<file path="config.mk">
export PLATFORM = sky130hd
export DESIGN_NAME = hc595_frame_shifter
export DESIGN_NICKNAME = d
export VERILOG_FILES = /design/src/rtl/hc595_pkg.sv /design/src/rtl/hc595_halfper_timer.sv /design/src/rtl/hc595_frame_shifter.sv
export SDC_FILE = /design/constraint.sdc
export NUM_CORES = 1
export LEC_CHECK = 0
export ABC_AREA = 1
export BUFFER_PORTS_ARGS = -buffer_cell sky130_fd_sc_hd__buf_2
export CAP_MARGIN = 15
export CORE_MARGIN = 1.5
export CORE_UTILIZATION = 30
export CTS_BUF_LIST = sky130_fd_sc_hd__clkbuf_8
export DETAILED_ROUTE_END_ITERATION = 10
export PLACE_DENSITY_LB_ADDON = 0.3
export SLEW_MARGIN = 40
export SYNTH_ARGS = -nofsm -noshare
export SYNTH_HDL_FRONTEND = slang
export SYNTH_SLANG_ARGS = --single-unit
</file>
<file path="constraint.sdc">
create_clock -name clk -period 1.4 [get_ports clk]
set_clock_uncertainty 0.1 [all_clocks]
set_input_delay 0.14 -clock clk [delete_from_list [all_inputs] [get_ports clk]]
set_output_delay 0.14 -clock clk [all_outputs]
set_load 0.02 [all_outputs]
</file>
<file path="src/rtl/hc595_pkg.sv">
// Shared types and constants for the 74HC595 frame shifter.
// Frame width is fixed by the board (two chained 8-bit 595s).
package hc595_pkg;

    localparam int FRAME_W = 16;
    localparam int BIT_W   = $clog2(FRAME_W);

    typedef enum logic [1:0] {
        ST_IDLE  = 2'd0,
        ST_SHIFT = 2'd1,
        ST_LATCH = 2'd2,
        ST_GAP   = 2'd3
    } state_e;

    typedef enum logic {
        PH_LO = 1'b0,
        PH_HI = 1'b1
    } phase_e;

endpackage

</file>
<file path="src/rtl/hc595_halfper_timer.sv">
// Half-period timer: counts 0..HALF_PERIOD-1 while running, flags the last count.
// Held at zero while clr is high so every frame starts on a fresh half-period.
module hc595_halfper_timer #(
    parameter int HALF_PERIOD = 2
) (
    input  logic clk,
    input  logic rst,
    input  logic clr,
    output logic hp_end
);

    localparam int CNT_W = (HALF_PERIOD > 1) ? $clog2(HALF_PERIOD) : 1;
    localparam logic [CNT_W-1:0] CNT_MAX = CNT_W'(HALF_PERIOD - 1);

    logic [CNT_W-1:0] cnt_q;
    logic [CNT_W-1:0] cnt_d;

    always_comb begin
        cnt_d  = cnt_q;
        hp_end = 1'b0;
        if (clr) begin
            cnt_d = '0;
        end else if (cnt_q == CNT_MAX) begin
            hp_end = 1'b1;
            cnt_d  = '0;
        end else begin
            cnt_d = cnt_q + CNT_W'(1);
        end
    end

    always_ff @(posedge clk or posedge rst) begin
        if (rst) begin
            cnt_q <= '0;
        end else begin
            cnt_q <= cnt_d;
        end
    end

endmodule

</file>
<file path="src/rtl/hc595_frame_shifter.sv">
// Serialises {seg,sel} into two daisy-chained 74HC595s, MSB first, then pulses ST_CP.
// Frames repeat back to back while en is high; all outputs come straight from flops.
//
//  state | meaning
//  IDLE  | outputs low; load cycle when en=1
//  SHIFT | 16 bits, each LO then HI half-period on sh_cp
//  LATCH | st_cp high for one half-period
//  GAP   | st_cp low for one half-period, then frame_done
module hc595_frame_shifter
    import hc595_pkg::*;
#(
    parameter int HALF_PERIOD = 2
) (
    input  logic       clk,
    input  logic       rst,
    input  logic       en,
    input  logic [7:0] sel,
    input  logic [7:0] seg,
    output logic       sh_cp,
    output logic       st_cp,
    output logic       ds,
    output logic       busy,
    output logic       frame_done
);

    localparam logic [BIT_W-1:0] LAST_BIT = BIT_W'(FRAME_W - 1);

    state_e             state_q,   state_d;
    phase_e             phase_q,   phase_d;
    logic [FRAME_W-1:0] shreg_q,   shreg_d;
    logic [BIT_W-1:0]   bit_idx_q, bit_idx_d;
    logic               sh_cp_q,      sh_cp_d;
    logic               st_cp_q,      st_cp_d;
    logic               ds_q,         ds_d;
    logic               busy_q,       busy_d;
    logic               frame_done_q, frame_done_d;

    logic hp_end;

    hc595_halfper_timer #(
        .HALF_PERIOD (HALF_PERIOD)
    ) u_timer (
        .clk    (clk),
        .rst    (rst),
        .clr    (state_q == ST_IDLE),
        .hp_end (hp_end)
    );

    always_ff @(posedge clk or posedge rst) begin
        if (rst) begin
            state_q      <= ST_IDLE;
            phase_q      <= PH_LO;
            shreg_q      <= '0;
            bit_idx_q    <= '0;
            sh_cp_q      <= 1'b0;
            st_cp_q      <= 1'b0;
            ds_q         <= 1'b0;
            busy_q       <= 1'b0;
            frame_done_q <= 1'b0;
        end else begin
            state_q      <= state_d;
            phase_q      <= phase_d;
            shreg_q      <= shreg_d;
            bit_idx_q    <= bit_idx_d;
            sh_cp_q      <= sh_cp_d;
            st_cp_q      <= st_cp_d;
            ds_q         <= ds_d;
            busy_q       <= busy_d;
            frame_done_q <= frame_done_d;
        end
    end

    always_comb begin
        state_d   = state_q;
        phase_d   = phase_q;
        shreg_d   = shreg_q;
        bit_idx_d = bit_idx_q;
        case (state_q)
            ST_IDLE: begin
                if (en) begin
                    shreg_d   = {seg, sel};
                    bit_idx_d = '0;
                    phase_d   = PH_LO;
                    state_d   = ST_SHIFT;
                end
            end
            ST_SHIFT: begin
                if (hp_end) begin
                    if (phase_q == PH_LO) begin
                        phase_d = PH_HI;
                    end else begin
                        // Data only moves on the falling edge, so ds is stable across the rise.
                        phase_d   = PH_LO;
                        shreg_d   = {shreg_q[FRAME_W-2:0], 1'b0};
                        bit_idx_d = bit_idx_q + BIT_W'(1);
                        if (bit_idx_q == LAST_BIT) begin
                            state_d = ST_LATCH;
                        end
                    end
                end
            end
            ST_LATCH: begin
                if (hp_end) begin
                    state_d = ST_GAP;
                end
            end
            ST_GAP: begin
                if (hp_end) begin
                    state_d = ST_IDLE;
                end
            end
            default: begin
                state_d = ST_IDLE;
            end
        endcase
    end

    // Outputs are decoded from next-state values so the pins are flops, aligned with state.
    always_comb begin
        sh_cp_d      = (state_d == ST_SHIFT) && (phase_d == PH_HI);
        st_cp_d      = (state_d == ST_LATCH);
        ds_d         = (state_d == ST_SHIFT) ? shreg_d[FRAME_W-1] : 1'b0;
        busy_d       = (state_d != ST_IDLE);
        frame_done_d = (state_q == ST_GAP) && hp_end;
    end

    assign sh_cp      = sh_cp_q;
    assign st_cp      = st_cp_q;
    assign ds         = ds_q;
    assign busy       = busy_q;
    assign frame_done = frame_done_q;

endmodule

</file>
==> run summary <==
TIMING
-------------------------------------------------------------------------------------
Fin Hold WS ............................................................     0.117 ns
Endpoints failing setup ................................................            0
Worst Max-Slew Pin Slew ................................................     0.369 ns
Count of pins over their slew limit ....................................            0
Period utilization .....................................................        93.1%
Final worst setup slack ................................................    0.0969 ns
Final hold viol count ..................................................            0
Setup repair after global routing missed its margin ....................         true
Minimum clock period ...................................................      1.30 ns
Maximum achievable frequency ...........................................      767 MHz
Headroom to the max-slew limit .........................................        75.4%

FINISH
-------------------------------------------------------------------------------------
Most frequent cells in the layout ...................................... 60 x sky130_fd_sc_hd__nand2_1, 28 x sky130_fd_sc_hd__dfrtp_1, 23 x sky130_fd_sc_hd__buf_2
Share of cells above drive strength 1 ..................................        25.7%
Area taken by flip-flops and latches ...................................      727 µm²
Multi-input combinational cell area ....................................      505 µm²
Layout Nets ............................................................          225
Most common cell after layout, fill and taps aside ..................... sky130_fd_sc_hd__nand2_1
N_diodes ...............................................................            0
Fill cells .............................................................          408
Synthesis-to-layout area growth ........................................        38.6%

PLACED DESIGN
-------------------------------------------------------------------------------------
Pre-CTS setup slack ....................................................    0.0641 ns
DPL Wire Length ........................................................      1.92 mm
PortBufs ...............................................................           23
Final Wtd Congestion ...................................................        0.794

CLOCK NETWORK
-------------------------------------------------------------------------------------
Clock insertion delay at the later pin of the skew report ..............      0.28 ns
H-tree depth ...........................................................            2
CTS tree ...............................................................         done
Clock-pin slew of the registers on the worst-case setup and hold paths .      0.06 ns
Maximum clock path buffer count ........................................            2
Post-CTS setup buffers .................................................            0
Clock buffer count from CTS ............................................            5
Num Clock Sinks ........................................................           29
Clock root buffer ...................................................... sky130_fd_sc_hd__clkbuf_8

CRITICAL PATH
-------------------------------------------------------------------------------------
Kind of cell adding the most delay to the critical path ................   flip-flops
Worst path required time ...............................................      1.52 ns
Setup slack of the most critical reg-to-reg path .......................       0.1 ns
Startpoint of the worst register-to-register path ......................   state_q[1]
Arrival time of data at the critical path endpoint .....................      1.42 ns
Critical Setup Path Class .............................................. flop to flop
Maximum fanout along the worst path ....................................           13
R2R cell count .........................................................            6
Critical path capture point type .......................................         flop
Type of origin of the critical path ....................................         flop
Number of buffer and inverter instances along the worst setup path .....            2
Endpoint of the worst-slack reg-to-reg timing path .....................  shreg_q[14]
CP peak stage delay ....................................................      0.44 ns
CP max-delay cell ...................................................... sky130_fd_sc_hd__dfrtp_2
Ordered list of cells on the worst path ................................ inv_2 -> nand2_2 -> nor2_4 -> buf_6 -> nand2_1 -> nand3_1

FLOORPLAN
-------------------------------------------------------------------------------------
DIE WIDTH ..............................................................      68.9 µm
Number of top-level pins ...............................................           24
Die area ...............................................................  0.00475 mm²
Floorplan row count ....................................................           23
Initial standard-cell utilization of the core ..........................        31.9%
Vertical die dimension .................................................      68.9 µm
Area of the placeable core .............................................  0.00409 mm²

GRT
-------------------------------------------------------------------------------------
Number of global-route vias before repair ..............................         1130
First-pass GRT wire length .............................................      4.76 mm
Largest net degree at the start of global routing ......................           30
Global router's overall resource usage .................................        13.9%
Antenna violations before repair .......................................            0
Residual overflow from global routing ..................................            0

LOGIC SYNTHESIS
-------------------------------------------------------------------------------------
Count of distinct cell types in the synthesized netlist ................           18
Number of storage elements in the synthesis netlist ....................           29
Synthesized instance count .............................................          153
Net count of the mapped netlist ........................................          173
Post-Synthesis Cell Area ...............................................  0.00130 mm²
Average footprint of a synthesized cell ................................     8.52 µm²
Sequential area share after synthesis ..................................        55.7%
Total of warnings raised by yosys ......................................            0

POWER AND IR DROP
-------------------------------------------------------------------------------------
Reg power frac .........................................................        41.0%
Clock network fraction of design power .................................        23.4%
Maximum ir drop on the vdd rail ........................................   0.000706 V
Sw Ratio ...............................................................        35.3%
Static leakage .........................................................     0.950 nW
Internal power .........................................................    0.00208 W
P per Cell Area ........................................................  1780 mW/mm²
Total net switching power ..............................................    0.00114 W
Overall power consumption ..............................................    0.00322 W
Power share of the combinational group .................................        35.6%

ROUTE
-------------------------------------------------------------------------------------
Mean number of vias per cell ...........................................         4.38
Average wire length per cell after detail routing ......................      10.8 µm
Residual antenna-violating net count after detailed routing ............            0
Remaining design rule violation count ..................................            0
WL final ...............................................................      2.77 mm
Number of vias after detailed routing ..................................         1122
First-pass iteration count of the detailed router ......................            4
Iter 0 DRT Violations ..................................................           72

MIN PATH
-------------------------------------------------------------------------------------
Class of the tightest hold or removal check ............................ primary input to flop
Hold endpoint ..........................................................  shreg_q[15]
Launch point of the worst hold path ....................................       seg[7]
Hold path cells ........................................................            5

OUTCOME
-------------------------------------------------------------------------------------
Run status ............................................................. finished, final reports clean

JOB
-------------------------------------------------------------------------------------
Max-capacitance violation count ........................................            0

-- area by class of cell --
| type | count | area share (%) |
|---|---|---|
| clock buffers | 7 | 5.33 |
| clock inverters | 1 | 0.277 |
| inverters | 13 | 2.84 |
| multi-input cells | 108 | 28.0 |
| flip-flops and latches | 29 | 40.2 |
| well taps | 50 | 3.46 |
| repair buffers | 48 | 19.9 |
-- per-stage QoR --
| stage | area (µm²) | utilization [%] | setup TNS [ns] | instances |
|---|---|---|---|---|
| 2_1_floorplan | 1300 | - | 0 | 153 |
| 3_3_place_gp | 1540 | 37.6 | 0 | 232 |
| 3_5_place_dp | 1540 | 37.6 | 0 | 232 |
| 4_1_cts | 1800 | 44.0 | 0 | 256 |
| 5_1_grt | 1810 | 44.2 | -0.0614 | 256 |
| 6_report | 1810 | 44.2 | 0 | 256 |
-- synthesized netlist by cell type --
library cell / count / area [µm²]
sky130_fd_sc_hd__nand2_1: 60 / 225
sky130_fd_sc_hd__dfrtp_1: 29 / 726
sky130_fd_sc_hd__nand3_1: 19 / 95.1
sky130_fd_sc_hd__inv_1: 12 / 45.0
sky130_fd_sc_hd__nor2_1: 9 / 33.8
sky130_fd_sc_hd__nand2_2: 4 / 25.0
sky130_fd_sc_hd__o21ai_0: 4 / 20.0
sky130_fd_sc_hd__nor2_2: 3 / 18.8
sky130_fd_sc_hd__a21oi_1: 2 / 10.0
sky130_fd_sc_hd__buf_4: 2 / 15.0
sky130_fd_sc_hd__nand4_1: 2 / 12.5
sky130_fd_sc_hd__buf_6: 1 / 11.3
sky130_fd_sc_hd__ha_1: 1 / 12.5
sky130_fd_sc_hd__inv_4: 1 / 6.26
sky130_fd_sc_hd__nor2_4: 1 / 11.3
sky130_fd_sc_hd__nor2_8: 1 / 20.0
sky130_fd_sc_hd__o211ai_1: 1 / 7.51
sky130_fd_sc_hd__xnor2_1: 1 / 8.76
-- flip-flops by register name (all words and copies together), names as in the netlist --
name,count
ds,1
state_q,2
bit_idx_q,4
st_cp,1
busy,1
shreg_q,16
u_timer.cnt_q,1
phase_q,1
sh_cp,1
frame_done,1
-- worst min-delay path, cell delays in order --
cell,delay (ns)
sky130_fd_sc_hd__buf_2,0.08
sky130_fd_sc_hd__nand3_1,0.08
sky130_fd_sc_hd__nand2_1,0.08
sky130_fd_sc_hd__nor2_2,0.04
sky130_fd_sc_hd__inv_1,0.04
-- routing by layer --
metal	vias up	GRT usage [%]	share of wire, %
met5	-	0	0
met4	0	5.88	1.4
met2	23	22.5	47
met3	6	4.22	4.6
met1	512	17.1	47
li1	581	-	-
-- how the worst max path moves through the flow --
stage / from / to / cells past startpoint
6_report: state_q[1] / shreg_q[14] / 6
5_1_grt: state_q[1] / ds / 7
3_3_place_gp: state_q[1] / busy / 6
4_1_cts: state_q[1] / shreg_q[14] / 6
2_1_floorplan: state_q[1] / shreg_q[11] / 7
3_5_place_dp: state_q[1] / shreg_q[14] / 6
-- cell families (layout without fill, tap and decap cells) --
group / Yosys count / after routing / share of synthesized area [%]
buffers and inverters: 16 / 69 / 5.95
flip-flops: 29 / 29 / 55.7
AO/OA/AOI/OAI: 7 / 7 / 2.88
AND/OR/NAND/NOR: 99 / 99 / 33.9
XOR/XNOR: 1 / 1 / 0.672
adder cells (fa/ha/maj): 1 / 1 / 0.960
-- repair_timing --
action / in CTS / in global routing
setup endpoints to repair: 0 / 20
endpoints found under the hold margin: 44 / 0
hold buffers: 16 / 0
resized for setup: 0 / 4
-- power by group through the flow --
stage | logic (W) | registers (W) | clock network, W
after floorplan | 0.000773 | 0.00134 | 0
after global placement | 0.00111 | 0.00133 | 0
after detailed placement | 0.00113 | 0.00133 | 0
after CTS | 0.00116 | 0.00132 | 0.000774
after global routing | 0.00135 | 0.00136 | 0.000811
final | 0.00115 | 0.00132 | 0.000752
Power figures use the tool's default switching activity.
